File: src/rtl/mult_div_sequencer_if.sv
// EX-stage <-> multiply/divide sequencer handshake and HI/LO result bus.
interface mult_div_sequencer_if #(
    parameter int DATA_BUS_WIDTH      = 32,
    parameter int ALU_FUNCT_BUS_WIDTH = 6
);
    logic                           i_flush;
    logic                           i_start;
    logic [ALU_FUNCT_BUS_WIDTH-1:0] i_funct;
    logic [DATA_BUS_WIDTH-1:0]      i_rs;
    logic [DATA_BUS_WIDTH-1:0]      i_rt;
    logic [DATA_BUS_WIDTH-1:0]      o_hi;
    logic [DATA_BUS_WIDTH-1:0]      o_lo;
    logic                           o_busy;
    logic                           o_stall;
    logic                           o_done;
    logic                           o_div_by_zero;

    // EX stage side: issues requests, observes HI/LO and status
    modport master (
        output i_flush, i_start, i_funct, i_rs, i_rt,
        input  o_hi, o_lo, o_busy, o_stall, o_done, o_div_by_zero
    );

    // Sequencer side
    modport slave (
        input  i_flush, i_start, i_funct, i_rs, i_rt,
        output o_hi, o_lo, o_busy, o_stall, o_done, o_div_by_zero
    );
endinterface

File: src/rtl/mult_div_sequencer.sv
// Iterative MIPS-style HI/LO unit: 32-step shift-add multiply and
// restoring divide on operand magnitudes, sign fixed up at the final write.
module mult_div_sequencer #(
    parameter int DATA_BUS_WIDTH      = 32,
    parameter int ALU_FUNCT_BUS_WIDTH = 6,
    parameter int COUNT_WIDTH         = 5
) (
    input  logic                 i_clk,
    input  logic                 i_reset,
    mult_div_sequencer_if.slave  bus
);
    localparam int W  = DATA_BUS_WIDTH;
    localparam int FW = ALU_FUNCT_BUS_WIDTH;

    localparam logic [1:0] ST_IDLE = 2'd0;
    localparam logic [1:0] ST_MUL  = 2'd1;
    localparam logic [1:0] ST_DIV  = 2'd2;

    localparam logic [FW-1:0] F_MFHI  = FW'(8'h10);
    localparam logic [FW-1:0] F_MTHI  = FW'(8'h11);
    localparam logic [FW-1:0] F_MFLO  = FW'(8'h12);
    localparam logic [FW-1:0] F_MTLO  = FW'(8'h13);
    localparam logic [FW-1:0] F_MULT  = FW'(8'h18);
    localparam logic [FW-1:0] F_MULTU = FW'(8'h19);
    localparam logic [FW-1:0] F_DIV   = FW'(8'h1A);
    localparam logic [FW-1:0] F_DIVU  = FW'(8'h1B);

    // Counter start value: W steps in total, the last one taken at count 0
    localparam logic [COUNT_WIDTH-1:0] LAST_STEP = COUNT_WIDTH'(W - 1);

    logic [1:0]             state;
    logic [COUNT_WIDTH-1:0] count;
    logic [W-1:0]           hi_q;
    logic [W-1:0]           lo_q;
    logic [W-1:0]           acc;      // partial product high half / partial remainder
    logic [W-1:0]           shreg;    // multiplier bits / dividend bits -> quotient
    logic [W-1:0]           operand;  // multiplicand / divisor magnitude
    logic                   is_signed;
    logic                   neg_main; // product or quotient is negative
    logic                   neg_rem;  // remainder takes dividend sign
    logic                   done_q;
    logic                   dbz_q;

    logic                   req_signed;
    logic                   rs_neg;
    logic                   rt_neg;
    logic [W:0]             mul_sum;
    logic [W-1:0]           mul_acc_next;
    logic [W-1:0]           mul_sh_next;
    logic [W:0]             div_shift;
    logic [W:0]             div_diff;
    logic                   div_fits;
    logic [W-1:0]           div_acc_next;
    logic [W-1:0]           div_sh_next;
    logic [2*W-1:0]         product;

    function automatic logic [W-1:0] magnitude(input logic signed [W-1:0] x,
                                               input logic signed_op);
        logic [W-1:0] r;
        r = x;
        if (signed_op && x[W-1]) r = '0 - x;
        return r;
    endfunction

    function automatic logic [W-1:0] apply_sign(input logic [W-1:0] x, input logic neg);
        return neg ? ('0 - x) : x;
    endfunction

    function automatic logic [2*W-1:0] apply_sign_wide(input logic [2*W-1:0] x,
                                                       input logic neg);
        return neg ? ('0 - x) : x;
    endfunction

    assign bus.o_hi          = hi_q;
    assign bus.o_lo          = lo_q;
    assign bus.o_busy        = (state != ST_IDLE);
    assign bus.o_stall       = bus.i_start & bus.o_busy;
    assign bus.o_done        = done_q;
    assign bus.o_div_by_zero = dbz_q;

    // Request decode: signedness and operand signs of the incoming op
    always_comb begin
        req_signed = (bus.i_funct == F_MULT) || (bus.i_funct == F_DIV);
        rs_neg     = req_signed & bus.i_rs[W-1];
        rt_neg     = req_signed & bus.i_rt[W-1];
    end

    // One multiply step and one restoring-divide step, plus the signed product
    always_comb begin
        mul_sum      = {1'b0, acc} + (shreg[0] ? {1'b0, operand} : '0);
        mul_acc_next = mul_sum[W:1];
        mul_sh_next  = {mul_sum[0], shreg[W-1:1]};
        div_shift    = {acc, shreg[W-1]};
        div_diff     = div_shift - {1'b0, operand};
        div_fits     = ~div_diff[W];
        div_acc_next = div_fits ? div_diff[W-1:0] : div_shift[W-1:0];
        div_sh_next  = {shreg[W-2:0], div_fits};
        product      = apply_sign_wide({mul_acc_next, mul_sh_next}, neg_main);
    end

    // Sequencer FSM, iteration datapath and architectural HI/LO
    always_ff @(posedge i_clk or negedge i_reset) begin
        if (!i_reset) begin
            state     <= ST_IDLE;
            count     <= '0;
            hi_q      <= '0;
            lo_q      <= '0;
            acc       <= '0;
            shreg     <= '0;
            operand   <= '0;
            is_signed <= 1'b0;
            neg_main  <= 1'b0;
            neg_rem   <= 1'b0;
            done_q    <= 1'b0;
            dbz_q     <= 1'b0;
        end else begin
            done_q <= 1'b0;
            dbz_q  <= 1'b0;
            if (bus.i_flush) begin
                // Abort wins over everything, including a same-cycle request
                state <= ST_IDLE;
                count <= '0;
            end else begin
                case (state)
                    ST_IDLE: begin
                        if (bus.i_start) begin
                            case (bus.i_funct)
                                F_MTHI: hi_q <= bus.i_rs;
                                F_MTLO: lo_q <= bus.i_rs;
                                F_MFHI, F_MFLO: ;
                                F_MULT, F_MULTU: begin
                                    operand   <= magnitude(bus.i_rs, req_signed);
                                    shreg     <= magnitude(bus.i_rt, req_signed);
                                    acc       <= '0;
                                    is_signed <= req_signed;
                                    neg_main  <= rs_neg ^ rt_neg;
                                    neg_rem   <= 1'b0;
                                    count     <= LAST_STEP;
                                    state     <= ST_MUL;
                                end
                                F_DIV, F_DIVU: begin
                                    if (bus.i_rt == '0) begin
                                        done_q <= 1'b1;
                                        dbz_q  <= 1'b1;
                                    end else begin
                                        operand   <= magnitude(bus.i_rt, req_signed);
                                        shreg     <= magnitude(bus.i_rs, req_signed);
                                        acc       <= '0;
                                        is_signed <= req_signed;
                                        neg_main  <= rs_neg ^ rt_neg;
                                        neg_rem   <= rs_neg;
                                        count     <= LAST_STEP;
                                        state     <= ST_DIV;
                                    end
                                end
                                default: ;
                            endcase
                        end
                    end
                    ST_MUL: begin
                        acc   <= mul_acc_next;
                        shreg <= mul_sh_next;
                        if (count == '0) begin
                            hi_q   <= product[2*W-1:W];
                            lo_q   <= product[W-1:0];
                            done_q <= 1'b1;
                            state  <= ST_IDLE;
                        end else begin
                            count <= count - COUNT_WIDTH'(1);
                        end
                    end
                    ST_DIV: begin
                        acc   <= div_acc_next;
                        shreg <= div_sh_next;
                        if (count == '0) begin
                            lo_q   <= apply_sign(div_sh_next, neg_main);
                            hi_q   <= apply_sign(div_acc_next, neg_rem);
                            done_q <= 1'b1;
                            state  <= ST_IDLE;
                        end else begin
                            count <= count - COUNT_WIDTH'(1);
                        end
                    end
                    default: state <= ST_IDLE;
                endcase
            end
        end
    end

    // Recorded for debug visibility of the in-flight op's signedness
    logic unused_signed;
    assign unused_signed = is_signed;

endmodule

File: src/flat_wrapper.sv
// flat-port wrapper written by rule: the top's interface ports become plain ports
module mult_div_sequencer_flat 
#(
    parameter int DATA_BUS_WIDTH      = 32,
    parameter int ALU_FUNCT_BUS_WIDTH = 6,
    parameter int COUNT_WIDTH         = 5
)
  (i_clk, i_reset, bus_i_flush, bus_i_start, bus_i_funct, bus_i_rs, bus_i_rt, bus_o_hi, bus_o_lo, bus_o_busy, bus_o_stall, bus_o_done, bus_o_div_by_zero);
  mult_div_sequencer_if #(.DATA_BUS_WIDTH(DATA_BUS_WIDTH), .ALU_FUNCT_BUS_WIDTH(ALU_FUNCT_BUS_WIDTH)) bus_i ();
  input  logic i_clk;
  input  logic i_reset;
  input wire logic [$bits(bus_i.i_flush)-1:0] bus_i_flush;
  input wire logic [$bits(bus_i.i_start)-1:0] bus_i_start;
  input wire logic [$bits(bus_i.i_funct)-1:0] bus_i_funct;
  input wire logic [$bits(bus_i.i_rs)-1:0] bus_i_rs;
  input wire logic [$bits(bus_i.i_rt)-1:0] bus_i_rt;
  output wire logic [$bits(bus_i.o_hi)-1:0] bus_o_hi;
  output wire logic [$bits(bus_i.o_lo)-1:0] bus_o_lo;
  output wire logic [$bits(bus_i.o_busy)-1:0] bus_o_busy;
  output wire logic [$bits(bus_i.o_stall)-1:0] bus_o_stall;
  output wire logic [$bits(bus_i.o_done)-1:0] bus_o_done;
  output wire logic [$bits(bus_i.o_div_by_zero)-1:0] bus_o_div_by_zero;
  assign bus_i.i_flush = bus_i_flush;
  assign bus_i.i_start = bus_i_start;
  assign bus_i.i_funct = bus_i_funct;
  assign bus_i.i_rs = bus_i_rs;
  assign bus_i.i_rt = bus_i_rt;
  assign bus_o_hi = bus_i.o_hi;
  assign bus_o_lo = bus_i.o_lo;
  assign bus_o_busy = bus_i.o_busy;
  assign bus_o_stall = bus_i.o_stall;
  assign bus_o_done = bus_i.o_done;
  assign bus_o_div_by_zero = bus_i.o_div_by_zero;
  mult_div_sequencer #(.DATA_BUS_WIDTH(DATA_BUS_WIDTH), .ALU_FUNCT_BUS_WIDTH(ALU_FUNCT_BUS_WIDTH), .COUNT_WIDTH(COUNT_WIDTH)) u_core (.i_clk(i_clk), .i_reset(i_reset), .bus(bus_i));
endmodule
File: config.mk
export PLATFORM = sky130hd
export DESIGN_NAME = mult_div_sequencer_flat
export DESIGN_NICKNAME = d
export VERILOG_FILES = /design/src/rtl/mult_div_sequencer_if.sv /design/src/rtl/mult_div_sequencer.sv /design/src/flat_wrapper.sv
export SDC_FILE = /design/constraint.sdc
export NUM_CORES = 1
export LEC_CHECK = 0
export CAP_MARGIN = 20
export CORE_MARGIN = 1.5
export CORE_UTILIZATION = 55
export DETAILED_ROUTE_END_ITERATION = 7
export PLACE_DENSITY = 0.77
export SYNTH_ARGS = -nofsm -noshare
export SYNTH_HDL_FRONTEND = slang
export SYNTH_SLANG_ARGS = --single-unit
export TNS_END_PERCENT = 50
File: constraint.sdc
create_clock -name i_clk -period 7.77 [get_ports i_clk]
set_input_delay 0.777 -clock i_clk [delete_from_list [all_inputs] [get_ports i_clk]]
set_output_delay 0.777 -clock i_clk [all_outputs]
set_load 0.005 [all_outputs]
Word-level counts from Yosys, hierarchy flattened
Index checks and enable logic that the tools add are counted.

word-level totals
  register bits after elaboration = 171
  input bits = 74
  output and inout bits = 68
  logic and storage cells = 116

operators by class
  add/sub/neg operators = 8
  equal/unequal tests = 21
  muxes and demuxes = 51
  bitwise operators = 6
  reductions and logical operators = 19

operators with widths
  kind                   number
  $mux 32                19
  $pmux 32 s3            4
  $pmux 32 s2            3
  $sub 1x32->32 const A  4
  $mux 64                1
  $sub 1x64->64 const A  1
  $eq 6x5->1 const B     6
  $add 32x33->33         1
  $sub 33x32->33         1
  $logic_not 32->1       1
  $mux 5                 4
  $pmux 5 s2             2
  $reduce_and 5->1       3
  $ne 3x3->1 const B     4
  $reduce_and 6->1       2
  $mux 1                 9
  $mux 2                 4
  $ne 2x2->1 const B     4
  $ne 4x4->1 const B     2
  $pmux 2 s2             2
  $pmux 1 s2             3
  $reduce_bool 3->1      2
  $reduce_or 2->1        3
  $logic_not 5->1        1
  13 further kinds       19

Longest topological paths before layout
  depth after elaboration = 8
  depth in mapped cells = 26
  gate-level depth less buffers = 23

Worst setup path before layout
Ideal clock, no wire load.

  path type = flip-flop to flip-flop
  from = register u_core.shreg[31]
  to = register u_core.hi_q[26] (netlist: u_core.bus.o_hi[26])
  library setup time = 141 ps
  arrival = 5,288 ps
  required time = 7,629 ps
  path slack = 2,341 ps
  stages on the path, launching flop included = 26
  buffers on the path = 3
  clock period less this slack = 5,429 ps
  path through = dfrtp_1 clkbuf_1 inv_1 ha_1 fa_1 nor2b_1 o31ai_1 a211oi_1 o21ai_1 mux2i_1 nor2_1 inv_2 clkbuf_1 clkbuf_1 nor2_1 a21oi_1 ha_1 nand2_1 a2111oi_0 o211a_1 a31oi_1 a2111o_1 o21ai_0 xnor2_1 a221oi_1 a211oi_1

between the ends
  word-level cells in the longest chain between the ends = 6
  elaborated cells between the ends (all ways) = 9
  those cells by class = add/sub (3); mux (6)

RTL lines
  element                   line                       source
  start: declaration        mult_div_sequencer.sv:36   logic [W-1:0] shreg;
  start signal: assignment  mult_div_sequencer.sv:133  shreg <= magnitude(bus.i_rt, req_signed);
  start signal: assignment  mult_div_sequencer.sv:147  shreg <= magnitude(bus.i_rs, req_signed);
  start signal: assignment  mult_div_sequencer.sv:162  shreg <= mul_sh_next;
  $sub 33x32->33            mult_div_sequencer.sv:94   div_diff = div_shift - {1'b0, operand};
  $mux 32                   mult_div_sequencer.sv:96   div_acc_next = div_fits ? div_diff[W-1:0] : div_shift[W-1:0];
  $sub 1x32->32             mult_div_sequencer.sv:66   return neg ? ('0 - x) : x;
  $mux 32                   mult_div_sequencer.sv:66
  $mux 32                   mult_div_sequencer.sv:175  if (count == '0) begin
  $pmux 32 s3 *             mult_div_sequencer.sv:124  case (state)
  end signal: assignment    mult_div_sequencer.sv:128  F_MTHI: hi_q <= bus.i_rs;
  end signal: assignment    mult_div_sequencer.sv:164  hi_q <= product[2*W-1:W];
  end signal: assignment    mult_div_sequencer.sv:177  hi_q <= apply_sign(div_acc_next, neg_rem);
  end: declaration          mult_div_sequencer.sv:33   logic [W-1:0] hi_q;

Every way passes the cells marked *; elsewhere a longest branch is shown, timed or not. The select of a mux whose other input is x is not followed.
A chain may end at the register's enable or synchronous reset.

Worst setup path after layout
Ends and elaborated chain as after synthesis.

==> out/results.env <==
ITERATION_0_DRC_COUNT_OF_THE_DETAILED_ROUTER=2481
POSTCTSSETUPREPAIRBUFS=0
POSTSYNTH.TOPFLOPCELL='sky130_fd_sc_hd__dfrtp_1'
DRC_ERRORS=0
MOST-COMMON-LAYOUT-CELLS='sky130_fd_sc_hd__nand2_1 (328), sky130_fd_sc_hd__nor2_1 (239), sky130_fd_sc_hd__o21ai_0 (215)'
LEAKAGE_nW=8.279
YOSYS.AREA_SHARE.ADDER_PCT=5.625
VIASPERCELL=6.799
YOSYSWARNINGS=0
DRIVE_ABOVE_1_SHARE_PCT=4.244
ANTENNA_CELLS_INSERTED=0
TOTALWIRELENGTH_MM=69.52
MAXSLEWVIOLCOUNT=0
YOSYS-MUX-AREA-FRACTION_PCT=2.402
VIAS_AFTER_DETAILED_ROUTING=18870
CLOCK_SLEW_SEEN_BY_THE_REGISTERS_OF_THE_WORST_SETUP_AND_HOLD_PATHS_PS=80
CTS_ROOT_BUFFER='sky130_fd_sc_hd__clkbuf_16'
DP.FINAL_HPWL_MM=52.75
FIRSTDRTPASSITERS=6
SYNTH_TOP_FAMILY_BY_AREA='compound AO/OA/AOI/OAI gates'
FILLERINSTANCES=2755
ANTENNA_FOUND_INITIAL=0
SYN2LAYOUT_AREA_GROWTH_PCT=11.66
SYNTHDISTINCTLIBCELLS=84
YOSYS.AREA_SHARE.SIMPLE_PCT=20.95
WORST-R2R-SETUP-SLACK_PS=1280
WORSTSKEWPAIRLATENCY_PS=470
WORST_SLEW_SLACK_AS_A_FRACTION_OF_ITS_LIMIT_PCT=34.98
HIGHEST-SIGNAL-LAYER='met4'
TIMING.CRITICAL_PATH.FANOUT_MAX=29
LAYOUT.NETS=2518
CRITPATHKIND='flop to flop'
SYN-NUM-NETS=2512
HOLD_CLASS='primary input to async pin'
TIMING.FINAL.SETUP_VIOLATIONS=0
CRITICAL_PATH_ARRIVAL_PS=6830
DESIGN.CORE.AREA_SQ_MM=0.03083
FMAX_MHz=154.2
WORST_CLOCK_SKEW_PS=14.98
DPL.CELL_COUNT=2744
MET2WIRELENGTH_MM=29.09
CP-END-KIND='flop'
MET1_LENGTH_MM=27.82
SYN_AVG_CELL_AREA_SQ_UM=7.368
SYNTH_EDF_COUNT=0
DIE_HEIGHT_UM=180.8
RESULT_OF_THE_RUN='completed'
SYNTHCELLS=2361
POST_LAYOUT_NONFILLER_INSTANCES=2776
GRT_USAGE_PCT=42.35
PLACE.GP.CONGESTION=1.056
SYNTH_SEQ_CELLS=171
SYNTH-COMPOUND-AREA-SHARE_PCT=29.55
STARTING_DENSITY_PCT=56.42
ASYNCSETRESETFLOPFRACSYNTH_PCT=100.0
CTS_HTREE_LEVELS=4
HOLD_VIOLATIONS=0
STDCELL_AREA_SQ_MM=0.01942
FINALWORSTPATHREQUIREDPERIOD_PS=6487
TOTALNEGATIVESETUPSLACK_PS=0
CTS_BUFFERS=17
POST_SYNTH_INSTANCE_AREA_SQ_MM=0.01740
POWER_PER_CELL_AREA_mW_PER_MM2=185.0
VDD_DROP_MAX_mV=0.1771
DIE_W_UM=180.8
NUMPORTBUFFERS=141
PLACEMENTROWS=64
CTS_RESIZED=0
POST_DRT_WL_PER_CELL_UM=25.04
GLOBALROUTEOVERFLOWTOTAL=0
DRV_CAP=0
WORSTSETUPSTARTPOINTTYPE='flop'
SYNTHXORXNORAREAFRAC_PCT=11.18
HOLDBUFCOUNTCTS=0
CTS.PATH.MAX_BUFFERS=2
GRT_FIRST_PASS_WIRELENGTH_MM=105.6
DRT.ANTENNA.VIOLATING_NETS=0
FINISHED_CORE_UTIL_PCT=63.00
TIGHTEST_SLEW_PS=971.9
WORSTPATHREQUIRED_PS=8110
GRT_SETUP_UNREPAIRED='false'
MOST_COMMON_CELL_AFTER_LAYOUT_FILL_AND_TAPS_ASIDE='sky130_fd_sc_hd__nand2_1'
FINAL_MIN_PERIOD_OVER_CLOCK_PERIOD_PCT=83.49
DIE-AREA_SQ_MM=0.03270
WL_MET3_MM=8.891
CTS_TREE='done'
BOUNDARY_PINS=142
POST_DP_CELL_AREA_SQ_MM=0.01884
GRT_PASS1_VIAS=17440
SYNTH_SEQ_AREA_SHARE_PCT=24.60
GRT_START_MAX_NET_PINS=85
CTS_SINKS=171
path summary, 6_finish.rpt:
kind                                                 start  cells past startpoint                              end
setup / recovery              u_core.shreg[31]$_DFFE_PN0P_                     24  u_core.bus.o_hi[26]$_DFFE_PN0P_
hold / removal                                     i_reset                      1       u_core.acc[25]$_DFFE_PN0P_
setup reg to reg              u_core.shreg[31]$_DFFE_PN0P_                     24  u_core.bus.o_hi[26]$_DFFE_PN0P_
hold reg to reg            u_core.bus.o_lo[29]$_DFFE_PN0P_                      2  u_core.bus.o_lo[29]$_DFFE_PN0P_
max in group asynchronous                          i_reset                      2      u_core.neg_main$_DFFE_PN0P_
min in group i_clk         u_core.bus.o_lo[29]$_DFFE_PN0P_                      2  u_core.bus.o_lo[29]$_DFFE_PN0P_
sequential cells by signal, indices dropped and copies added (netlist names):
| name | flops |
|---|---|
| u_core.count | 5 |
| u_core.bus.o_hi | 32 |
| u_core.bus.o_lo | 32 |
| u_core.bus.o_done | 1 |
| u_core.neg_main | 1 |
| u_core.bus.o_div_by_zero | 1 |
| u_core.neg_rem | 1 |
| u_core.operand | 32 |
| u_core.state | 2 |
| u_core.acc | 32 |
| u_core.shreg | 32 |
power breakdown:
part           internal [mW]  switching (mW)  total, mW
clock                  0.455           0.452      0.907
combinational          0.576           0.833       1.41
sequential              1.04           0.233       1.28
metal layers:
layer | vias to the layer above | track usage [%]
met2 | 1315 | 62.46
li1 | 8507 | -
met3 | 198 | 12.84
met1 | 8854 | 55.93
met5 | - | 0
met4 | 0 | 21.58
synth_stat cells, drive strengths merged, types with 17 or more instances:
| cell | number | area, sq um |
|---|---|---|
| clkbuf | 152 | 570.6 |
| a221o | 22 | 220.2 |
| a21o | 32 | 240.2 |
| nand3 | 34 | 170.2 |
| or3 | 28 | 195.2 |
| xor2 | 81 | 709.4 |
| a22oi | 17 | 127.6 |
| a21oi | 188 | 940.9 |
| o21ai | 217 | 1086 |
| and2 | 21 | 131.4 |
| dfrtp | 171 | 4279 |
| o31ai | 92 | 718.2 |
| buf | 25 | 116.4 |
| a221oi | 61 | 540.5 |
| inv | 78 | 292.8 |
| mux2i | 35 | 350.3 |
| xnor2 | 141 | 1235 |
| nand2 | 329 | 1235 |
| nor3 | 41 | 205.2 |
| nor2 | 241 | 904.6 |
| ha | 75 | 938.4 |
| a211oi | 22 | 165.2 |
through the flow:
stage	power, mW	setup WS [ps]	hold slack (ps)
2_1_floorplan	2.083	2341	449.8
3_3_place_gp	2.617	2023	460.4
3_5_place_dp	2.646	1737	468.3
4_1_cts	3.545	1569	299.2
5_1_grt	3.756	950.0	320.1
6_report	3.594	1283	265.3
worst max-delay path, cell delays in order, from the launching register on:
cell and delay (ps):
sky130_fd_sc_hd__dfrtp_1 630, sky130_fd_sc_hd__inv_1 90, sky130_fd_sc_hd__ha_1 230, sky130_fd_sc_hd__fa_1 430, sky130_fd_sc_hd__nor2b_1 260, sky130_fd_sc_hd__o31ai_1 140, sky130_fd_sc_hd__a211oi_1 410, sky130_fd_sc_hd__o21ai_1 170
sky130_fd_sc_hd__mux2i_1 270, sky130_fd_sc_hd__nor2_4 180, sky130_fd_sc_hd__inv_2 160, sky130_fd_sc_hd__buf_4 280, sky130_fd_sc_hd__nand2_1 120, sky130_fd_sc_hd__o21ai_0 130, sky130_fd_sc_hd__inv_1 100, sky130_fd_sc_hd__ha_1 270
sky130_fd_sc_hd__nand2_1 100, sky130_fd_sc_hd__a2111oi_0 630, sky130_fd_sc_hd__o211a_1 300, sky130_fd_sc_hd__a31oi_1 200, sky130_fd_sc_hd__a2111o_1 580, sky130_fd_sc_hd__o21ai_0 230, sky130_fd_sc_hd__xnor2_1 100, sky130_fd_sc_hd__a221oi_1 270
sky130_fd_sc_hd__a211oi_1 70
final cells by class:
type | count | area (sq um) | share of cell area, %
clock buffers | 17 | 425.4 | 2.190
clock inverters | 15 | 157.7 | 0.8116
inverters | 81 | 304.0 | 1.565
multi-input cells | 1932 | 12180 | 62.68
flip-flops and latches | 171 | 4280 | 22.04
well taps | 396 | 495.5 | 2.551
repair buffers | 164 | 1585 | 8.162
logic make-up (layout without fill, tap and decap cells):
family	Yosys count	after routing
mux	41	41
flops	171	171
xor+xnor	222	222
fa+ha+maj	77	77
buf+inv	258	277
compound gates	786	786
simple gates	806	806
(Power assumes the default switching activity.)
